`src/rtl/out_port_ctrl.sv`:
```
// Output-port stage feeding the 7-segment decoder.
// Holds each displayed value for at least HOLD_CYCLES clocks. A one-entry
// pending buffer absorbs one early write. stall back-pressures the
// processor while that buffer is occupied during the hold time.
module out_port_ctrl #(
    parameter int HOLD_CYCLES = 50_000_000,
    parameter int CNT_W       = 26
) (
    input  logic        clock,
    input  logic        reset,
    input  logic        out_en,
    input  logic [31:0] out_data,
    input  logic        blank,
    output logic        stall,
    output logic        flagOUT,
    output logic [31:0] Value,
    output logic        pending
);

    typedef enum logic [1:0] {
        ST_BLANK  = 2'd0,
        ST_HOLD   = 2'd1,
        ST_STEADY = 2'd2
    } state_t;

    localparam logic [CNT_W-1:0] CNT_RELOAD = CNT_W'(HOLD_CYCLES - 1);
    localparam logic [CNT_W-1:0] CNT_ZERO   = {CNT_W{1'b0}};
    localparam logic [CNT_W-1:0] CNT_ONE    = CNT_W'(1);

    state_t            state_q, state_d;
    logic [CNT_W-1:0]  cnt_q, cnt_d;
    logic [31:0]       value_q, value_d;
    logic [31:0]       buf_q, buf_d;
    logic              flag_q, flag_d;
    logic              pend_q, pend_d;
    logic              stall_s;
    logic              accept_s;

    // A blank request discards the simultaneous write, so it never stalls.
    assign stall_s  = out_en & ~reset & ~blank & (state_q == ST_HOLD) & pend_q;
    assign accept_s = out_en & ~stall_s & ~blank;

    assign stall   = stall_s;
    assign flagOUT = flag_q;
    assign Value   = value_q;
    assign pending = pend_q;

    // Next-state and next-output computation for the display FSM.
    always_comb begin
        state_d = state_q;
        cnt_d   = cnt_q;
        value_d = value_q;
        buf_d   = buf_q;
        flag_d  = flag_q;
        pend_d  = pend_q;
        if (blank) begin
            // Value is kept; only the enable and buffered entry are dropped.
            state_d = ST_BLANK;
            flag_d  = 1'b0;
            pend_d  = 1'b0;
            cnt_d   = CNT_ZERO;
        end else begin
            case (state_q)
                ST_BLANK, ST_STEADY: begin
                    if (accept_s) begin
                        value_d = out_data;
                        flag_d  = 1'b1;
                        cnt_d   = CNT_RELOAD;
                        state_d = ST_HOLD;
                    end else begin
                        state_d = state_q;
                    end
                end
                ST_HOLD: begin
                    if (cnt_q != CNT_ZERO) begin
                        cnt_d = cnt_q - CNT_ONE;
                        // Accept here implies the buffer is free.
                        if (accept_s) begin
                            buf_d  = out_data;
                            pend_d = 1'b1;
                        end else begin
                            pend_d = pend_q;
                        end
                    end else if (pend_q) begin
                        value_d = buf_q;
                        cnt_d   = CNT_RELOAD;
                        pend_d  = 1'b0;
                    end else if (accept_s) begin
                        value_d = out_data;
                        cnt_d   = CNT_RELOAD;
                    end else begin
                        state_d = ST_STEADY;
                    end
                end
                default: begin
                    state_d = ST_BLANK;
                    flag_d  = 1'b0;
                    pend_d  = 1'b0;
                    cnt_d   = CNT_ZERO;
                end
            endcase
        end
    end

    // State register with synchronous active-high reset.
    always_ff @(posedge clock) begin
        if (reset) begin
            state_q <= ST_BLANK;
            cnt_q   <= CNT_ZERO;
            value_q <= 32'd0;
            buf_q   <= 32'd0;
            flag_q  <= 1'b0;
            pend_q  <= 1'b0;
        end else begin
            state_q <= state_d;
            cnt_q   <= cnt_d;
            value_q <= value_d;
            buf_q   <= buf_d;
            flag_q  <= flag_d;
            pend_q  <= pend_d;
        end
    end

endmodule

```
`config.mk`:
```
export PLATFORM = sky130hd
export DESIGN_NAME = out_port_ctrl
export DESIGN_NICKNAME = d
export VERILOG_FILES = /design/src/rtl/out_port_ctrl.sv
export SDC_FILE = /design/constraint.sdc
export NUM_CORES = 1
export LEC_CHECK = 0
export BUFFER_PORTS_ARGS = -buffer_cell sky130_fd_sc_hd__buf_2
export CORE_ASPECT_RATIO = 0.75
export CORE_MARGIN = 4
export CORE_UTILIZATION = 45
export CTS_CLUSTER_SIZE = 30
export DETAILED_ROUTE_END_ITERATION = 8
export PLACE_DENSITY_LB_ADDON = 0.1
export SYNTH_ARGS = -nofsm -noshare
export SYNTH_HDL_FRONTEND = slang
export SYNTH_SLANG_ARGS = --single-unit
```
`constraint.sdc`:
```
create_clock -name clock -period 5.1 [get_ports clock]
set_clock_uncertainty 0.05 [all_clocks]
set_input_delay 1.275 -clock clock [delete_from_list [all_inputs] [get_ports clock]]
set_output_delay 1.275 -clock clock [all_outputs]
set_load 0.1 [all_outputs]
```
==> flow_summary.yaml, run 1 <==
power:
  irDropWorstVdd_v: 0.000214
  leakage_nw: 2.09
  power.density_nw_per_um2: 373
die:
  ioPinCount: 71
  dieArea_um2: 11900
  die_height_um: 95.3
  rows: 31
  die_width_um: 124
  start_util: 0.468
  core_um2: 9770
logic_synthesis:
  ys_top_cells_by_count: "nand2_1, dfxtp_1, a21oi_1"
  synth_compound_area_frac: 0.246
  syn_avg_cell_area_um2: 7.28
  synth.area.top_cells: "dfxtp_1, nand2_1, a21oi_1"
  synth_seq_cells: 94
  synth_fa_ha_area_frac: 0.00547
  yosys.area_share.simple: 0.289
  synth_warnings: 0
  netlist_area_um2: 4570
  synth_top_family_by_area: "simple AND/OR/NAND/NOR gates"
  ys_types: 45
  synth_seq_area_share: 0.411
  syn-num-nets: 666
  synth.top_cell.area_share: 0.411
  yosysMostFrequentCell: "nand2_1"
  synthMuxAreaShare: 0.00219
  synth-edff-count: 0
  synthCells: 628
  synth-xor-area-share: 0.00191
  synth_flop_cell: "dfxtp_1"
  async_flop_share: 0
  synth_area_leader_cell: "dfxtp_1"
setup_path:
  arrival_ns: 2.29
  rrSetupSlack_ns: 2.02
  rr_startpoint: "cnt_q[4]$_SDFF_PP0_"
  timing.rr.end: "cnt_q[8]$_SDFF_PP0_"
  critical_path_required_ns: 3.77
  worst_setup_path_end_kind: "output port"
  crit_fanout: 6
  path_class: "in -> out"
  cpPeakStageDelay_ns: 0.43
  cp-start-kind: "input port"
  reg2reg_depth: 5
  cp_cell_sequence: "buf_2 > nor2_1 > nand2_1 > nor2_1 > buf_2"
  slowest_stage: "buf_2"
layout:
  final_util: 0.535
  layout.cells.non_filler: 804
  diodes: 0
  area_growth_pct: 14.2
  fin_nets: 706
  layout-drive-gt1-share: 0.150
worst_hold_path:
  hold_path.class: "reg -> reg"
  worstHoldEndpoint: "buf_q[12]$_SDFFE_PP0P_"
  hp-start: "buf_q[12]$_SDFFE_PP0P_"
  hold_depth: 2
placement:
  gp_congestion: 0.858
  hpwl_um: 8070
  portBuffers: 70
  place_inst: 789
  pre_cts_slack_ns: 1.50
sta:
  rsz0062_at_grt: "false"
  final.setup.worst_slack_ns: 1.49
  slew_headroom: 0.246
  worstMarginPinSlew_ns: 1.13
  slew_viol_final: 0
  max_freq_mhz: 277
  finalCritPeriodShare: 0.708
  final.setup.tns_ns: 0
  setup_violations: 0
  hold_violations: 0
  period_needed_ns: 3.61
  fin_hold_ws_ns: 0.405
grt:
  grt_max_degree: 67
  grt_pass1_wl_um: 21200
  grt_pass1_vias: 4290
  gr-total-overflow: 0
  track_usage: 0.218
  antenna_found_initial: 0
job:
  drv_cap: 0
clocking:
  clk_pin_slew_ns: 0.06
  ctsRootBufferMaster: "clkbuf_16"
  clkLatencyLatePin_ns: 0.34
  cts.sinks: 94
  htreeDepth: 3
  cts_resized: 0
  ctsHoldBuffers: 0
  clk_path_buf_depth: 2
  cts_setup_buffers: 0
  cts_buffers: 9
  cts_tree: "yes"
detailed_routing:
  num_vias: 4674
  drcViolationCount: 0
  firstDrtPassIters: 5
  final_antenna_net_count: 0
  wl_per_cell_um: 15.9
  viasPerCell: 5.81
  routed_wl_um: 12800
  drt_iter0_drc: 295
run_status:
  status: "finished clean"
state kept, by name (all words and copies together) (netlist names):
signal	flops
state_q	2
cnt_q	26
flagOUT	1
pending	1
buf_q	32
Value	32
cells in the final DEF, fill, tap and decap left out, types with 2 or more instances in the layout:
cell	instances
nand4_1	6
or4_1	3
or3_1	5
o211a_1	6
o211ai_1	37
a32oi_1	2
a31oi_1	6
clkinv_2	3
ha_1	2
nand2_1	177
nand3_1	41
clkinv_4	2
o21a_1	3
nor3_1	12
o22ai_1	12
and4_1	2
dfxtp_1	94
clkbuf_16	9
nand2b_1	5
a21oi_1	73
or2_2	5
o31ai_1	6
o311a_1	4
inv_1	3
nor4_1	5
nor2_1	28
buf_4	7
buf_2	70
and3_1	5
nor2b_1	2
o21ai_0	18
worst max-delay path, delay by kind of cell:
family / cells / cell delay, ns
buf+inv: 2 / 0.56
simple gates: 3 / 0.44
report_power, final:
| group | switching [mW] | leakage [nW] | internal, mW |
|---|---|---|---|
| combinational | 0.376 | 1.20 | 0.152 |
| sequential | 0.0361 | 0.762 | 0.768 |
| clock | 0.288 | 0.131 | 0.327 |
layer usage:
metal / part of all wire / wire length (um) / track usage / vias up
li1: - / - / - / 2307
met1: 0.47 / 5970 / 0.300 / 2204
met2: 0.45 / 5780 / 0.339 / 141
met3: 0.066 / 845 / 0.0493 / 22
met4: 0.017 / 217 / 0.0812 / 0
met5: 0 / 0 / 0 / -
worst max path at each step:
stage / from / end / slack (ns)
4_1_cts: blank / stall / 1.50
5_1_grt: blank / stall / 1.42
2_1_floorplan: pending$_SDFFE_PP0P_ / stall / 0.71
3_5_place_dp: blank / stall / 1.50
3_3_place_gp: blank / stall / 1.54
6_report: blank / stall / 1.49
cell families after synthesis:
logic type               after synthesis
buffers and inverters                 51
adder cells (fa/ha/maj)                2
XOR/XNOR                               1
flip-flops                            94
AO/OA/AOI/OAI                        178
multiplexers                           1
AND/OR/NAND/NOR                      301
per-stage QoR:
stage / total power, mW / cell area, um2
floorplan: 1.22 / 4570
finish: 1.95 / 5230
global route: 2.05 / 5230
CTS: 1.96 / 5230
detailed placement: 1.34 / 4960
global placement: 1.33 / 4960
layout make-up:
class                           instances  area [um2]
Inverter                                3        11.3
Multi-Input combinational cell        483        2500
Fill cell                             983        4550
Timing Repair Buffer                   77         403
Tap cell                              132         165
Clock buffer                            9         225
Sequential cell                        94        1880
Clock inverter                          6        40.0
Power figures use the tool's default switching activity.
==> inputs of run 2 (changes only) <==
Clock period 5.1 ns to 3 ns, I/O delays scaled along.
==> run 2 against run 1 <==
Effect of this change: combinational power grew 80%; non-clock buffer count grew 14; clock power grew 89%; core utilization grew 1.7 points; global-route usage grew 0.45 points; via count grew 1.2%; critical endpoint is now cnt_q[15]$_SDFF_PP0_; largest cell class unchanged.
==> flow_summary.yaml, run 2 (synthesis gave the netlist of run 1 again) <==
run_status:
  status: "finished clean"
sta:
  slew_viol_final: 0
  worstMarginPinSlew_ns: 0.728
  final.setup.tns_ns: 0
  setup_violations: 0
  hold_violations: 0
  finalCritPeriodShare: 0.851
  max_freq_mhz: 392
  final.setup.worst_slack_ns: 0.448
  slew_headroom: 0.515
  rsz0062_at_grt: "false"
  period_needed_ns: 2.55
detailed_routing:
  drcViolationCount: 0
  viasPerCell: 5.78
  drt_iter0_drc: 438
  num_vias: 4732
  wl_per_cell_um: 16.0
  firstDrtPassIters: 5
  routed_wl_um: 13100
  final_antenna_net_count: 0
layout:
  layout-drive-gt1-share: 0.170
  stdcell_area_um2: 5390
  final_cell_mix: "nand2_1, dfxtp_1, a21oi_1, buf_2, nand3_1"
  multi_input_area_um2: 2510
  area_growth_pct: 17.8
  layout.cells.non_filler: 819
  fillers: 951
  diodes: 0
  seq_area_um2: 1880
  fin_nets: 720
  final_common_cell: "nand2_1"
clocking:
  htreeDepth: 3
  cts.sinks: 94
  clk_pin_slew_ns: 0.07
  cts_setup_buffers: 0
  cts_tree: "yes"
  cts_buffers: 9
  cts_resized: 0
  ctsRootBufferMaster: "clkbuf_16"
  clkLatencyLatePin_ns: 0.34
  ctsHoldBuffers: 0
  clk_path_buf_depth: 2
placement:
  pre_cts_slack_ns: 0.541
  place_inst: 803
  hpwl_um: 8440
  gp_congestion: 0.897
  portBuffers: 70
  post_dp_cell_area_um2: 5090
die:
  die_height_um: 95.3
  die_width_um: 124
  rows: 31
  ioPinCount: 71
  core_um2: 9770
  start_util: 0.468
  dieArea_um2: 11900
power:
  p_sw_mw: 1.18
  p_clk_frac: 0.334
  p_comb_frac: 0.274
  intPower_mw: 2.30
  power.density_nw_per_um2: 645
  leakage_nw: 2.19
  pwr-share-seq: 0.392
  swShare: 0.338
  irDropWorstVdd_v: 0.000289
setup_path:
  slowest_stage: "nor4_1"
  crit_buf_inv: 0
  arrival_ns: 2.77
  critical_path_required_ns: 3.22
  cpPeakStageDelay_ns: 0.58
  crit_family: "simple AND/OR/NAND/NOR gates"
  worst_setup_path_end_kind: "register"
  cp_cell_sequence: "nor4_1 > nand4_1 > o21ai_0 > nand2_1 > o22ai_1"
  cp-start-kind: "register"
  path_class: "reg -> reg"
  crit_fanout: 10
grt:
  track_usage: 0.223
  grt_max_degree: 65
  gr-total-overflow: 0
  antenna_found_initial: 1
  grt_pass1_wl_um: 21700
  grt_pass1_vias: 4420
job:
  drv_cap: 0
worst_hold_path:
  hold_path.class: "reg -> reg"
## run 2: worst reg2reg max path, delay by kind of cell (launching register included)
family,cells,cell delay (ns)
DFF,1,0.36
AOI/OAI and AO/OA,2,0.72
and+or+nand+nor,3,1.36
## run 2: cell type report
class | instances | share of cell area
flip-flops and latches | 94 | 0.350
repair buffers | 91 | 0.0966
inverters | 3 | 0.00209
clock inverters | 4 | 0.00836
multi-input cells | 483 | 0.465
well taps | 132 | 0.0307
clock buffers | 12 | 0.0476
## run 2: final timing paths
kind | to | slack, ns | from | cells after the start
worst min register to register | buf_q[0]$_SDFFE_PP0P_ | 0.40 | buf_q[0]$_SDFFE_PP0P_ | 2
worst max-delay path | cnt_q[15]$_SDFF_PP0_ | 0.45 | cnt_q[18]$_SDFF_PP0_ | 5
worst min-delay path | buf_q[0]$_SDFFE_PP0P_ | 0.40 | buf_q[0]$_SDFFE_PP0P_ | 2
worst max register to register | cnt_q[15]$_SDFF_PP0_ | 0.45 | cnt_q[18]$_SDFF_PP0_ | 5
## run 2: per-stage QoR
| stage | hold slack [ns] | total power, mW | util |
|---|---|---|---|
| 2_1_floorplan | 0.386 | 2.08 | - |
| 3_3_place_gp | 0.391 | 2.32 | 0.520 |
| 3_5_place_dp | 0.397 | 2.33 | 0.520 |
| 4_1_cts | 0.405 | 3.50 | 0.551 |
| 5_1_grt | 0.428 | 3.66 | 0.551 |
| 6_report | 0.403 | 3.47 | 0.551 |
## run 2: metal layers
metal | vias to the layer above | wire length [um] | global-route usage | part of all wire
met4 | 2 | 107 | 0.0648 | 0.0082
met2 | 154 | 6060 | 0.362 | 0.46
met1 | 2223 | 5960 | 0.289 | 0.45
met5 | - | 12 | 0 | 0.00091
li1 | 2336 | - | - | -
met3 | 17 | 985 | 0.0683 | 0.075
## run 2: power groups by stage
stage | Combinational, mW | Clock, mW | Sequential (mW)
6_report | 0.952 | 1.16 | 1.36
5_1_grt | 1.04 | 1.24 | 1.37
4_1_cts | 0.943 | 1.19 | 1.36
3_5_place_dp | 0.939 | 0 | 1.39
3_3_place_gp | 0.931 | 0 | 1.39
2_1_floorplan | 0.538 | 0 | 1.54
==> inputs of run 3 (changes only) <==
Settings changed: CORE_UTILIZATION 45 to 24.
==> run 3 against run 2 <==
Effect of this change: first-iteration DRC count down 32%; critical path type unchanged; via count up 0.19%; fmax up 0.94%; critical endpoint is now cnt_q[0]$_SDFF_PP0_; worst setup slack better by 0.024 ns; largest power group unchanged.
==> flow_summary.yaml, run 3 (synthesis gave the netlist of run 1 again) <==
detailed_routing:
  final_antenna_net_count: 0
  wl_per_cell_um: 16.6
  firstDrtPassIters: 5
  drt_iter0_drc: 299
  viasPerCell: 5.08
  num_vias: 4741
  routed_wl_um: 15500
  drcViolationCount: 0
layout:
  fin_nets: 719
  diodes: 0
  final_cell_mix: "nand2_1, dfxtp_1, a21oi_1, buf_2, nand3_1"
  final_common_cell: "nand2_1"
  seq_area_um2: 1880
  layout-drive-gt1-share: 0.168
  final_util: 0.298
  layout.cells.non_filler: 933
  fillers: 2044
  stdcell_area_um2: 5540
  area_growth_pct: 21.2
  multi_input_area_um2: 2510
setup_path:
  cp_cell_sequence: "nor4_1 > and4_1 > nand2_1 > o21a_1 > o311a_1"
  critical_path_required_ns: 3.18
  slowest_stage: "nor4_1"
  cpPeakStageDelay_ns: 0.63
  crit_fanout: 9
  reg2reg_depth: 5
  timing.rr.end: "cnt_q[0]$_SDFF_PP0_"
  worst_setup_path_end_kind: "register"
  rrSetupSlack_ns: 0.47
  rr_startpoint: "cnt_q[18]$_SDFF_PP0_"
  arrival_ns: 2.71
  path_class: "reg -> reg"
  cp-start-kind: "register"
grt:
  gr-total-overflow: 0
  grt_pass1_wl_um: 24600
  grt_max_degree: 65
  antenna_found_initial: 0
  grt_pass1_vias: 4646
  track_usage: 0.144
sta:
  hold_violations: 0
  rsz0062_at_grt: "false"
  final.setup.worst_slack_ns: 0.472
  setup_violations: 0
  finalCritPeriodShare: 0.843
  period_needed_ns: 2.53
  slew_headroom: 0.499
  slew_viol_final: 0
  max_freq_mhz: 396
  worstMarginPinSlew_ns: 0.752
  final.setup.tns_ns: 0
placement:
  portBuffers: 70
  place_inst: 917
  post_dp_cell_area_um2: 5230
  hpwl_um: 9740
  pre_cts_slack_ns: 0.504
  gp_congestion: 0.783
worst_hold_path:
  worstHoldEndpoint: "buf_q[2]$_SDFFE_PP0P_"
  hold_depth: 2
  hp-start: "buf_q[2]$_SDFFE_PP0P_"
  hold_path.class: "reg -> reg"
die:
  die_height_um: 128
  core_um2: 18600
  ioPinCount: 71
  die_width_um: 167
  dieArea_um2: 21400
  start_util: 0.246
  rows: 43
power:
  power.density_nw_per_um2: 647
  p_comb_frac: 0.273
  pwr-share-seq: 0.380
  leakage_nw: 2.19
  swShare: 0.345
  intPower_mw: 2.35
  p_clk_frac: 0.347
  irDropWorstVdd_v: 0.000240
  p_sw_mw: 1.24
clocking:
  ctsRootBufferMaster: "clkbuf_16"
  clk_pin_slew_ns: 0.07
  htreeDepth: 3
  cts_resized: 0
  cts_tree: "yes"
  cts.sinks: 94
  ctsHoldBuffers: 0
  cts_buffers: 9
  clk_path_buf_depth: 2
  clkLatencyLatePin_ns: 0.34
  cts_setup_buffers: 0
run_status:
  status: "finished clean"
job:
  drv_cap: 0
## run 3: cell count changes in the layout (fill, tap and decap cells not counted), sizes merged
cell / before / now
buf: 91 / 90
bufinv: 1 / 2
clkbuf: 12 / 11
clkinv: 3 / 2
inv: 3 / 4
## run 3: worst max-delay path: cells and delay by family (launching register included)
family	cells	cell delay, ns
AOI/OAI and AO/OA	2	0.56
DFF	1	0.36
and+or+nand+nor	3	1.43
## run 3: worst max-delay path by stage
stage / start / to / slack (ns)
floorplan: pending$_SDFFE_PP0P_ / stall / 0.18
global placement: blank / stall / 0.52
detailed placement: cnt_q[0]$_SDFF_PP0_ / cnt_q[17]$_SDFF_PP0_ / 0.50
CTS: cnt_q[0]$_SDFF_PP0_ / cnt_q[17]$_SDFF_PP0_ / 0.49
global route: cnt_q[2]$_SDFF_PP0_ / cnt_q[17]$_SDFF_PP0_ / 0.31
finish: cnt_q[18]$_SDFF_PP0_ / cnt_q[0]$_SDFF_PP0_ / 0.47
## run 3: metal layers
| metal | up-vias | track usage | part of all wire |
|---|---|---|---|
| li1 | 2334 | - | - |
| met1 | 2277 | 0.185 | 0.47 |
| met2 | 111 | 0.240 | 0.46 |
| met3 | 19 | 0.0331 | 0.048 |
| met4 | 0 | 0.0463 | 0.014 |
| met5 | - | 0 | 0 |
## run 3: metrics by stage
step	hold WS [ns]	total power [mW]
finish	0.404	3.59
global route	0.428	3.77
CTS	0.408	3.63
detailed placement	0.398	2.37
global placement	0.392	2.36
floorplan	0.386	2.08
## run 3: layout make-up
cell class,instances,area share
clock buffer,11,0.0420
clock inverter,5,0.0149
inverter,3,0.00203
multi-input combinational,483,0.453
sequential,94,0.340
tap,247,0.0558
timing repair buffer,90,0.0926
## run 3: power groups by stage
stage / logic, mW / clock network [mW] / registers, mW
CTS: 0.982 / 1.29 / 1.36
global route: 1.07 / 1.33 / 1.37
detailed placement: 0.978 / 0 / 1.39
floorplan: 0.538 / 0 / 1.54
finish: 0.979 / 1.24 / 1.36
global placement: 0.971 / 0 / 1.39
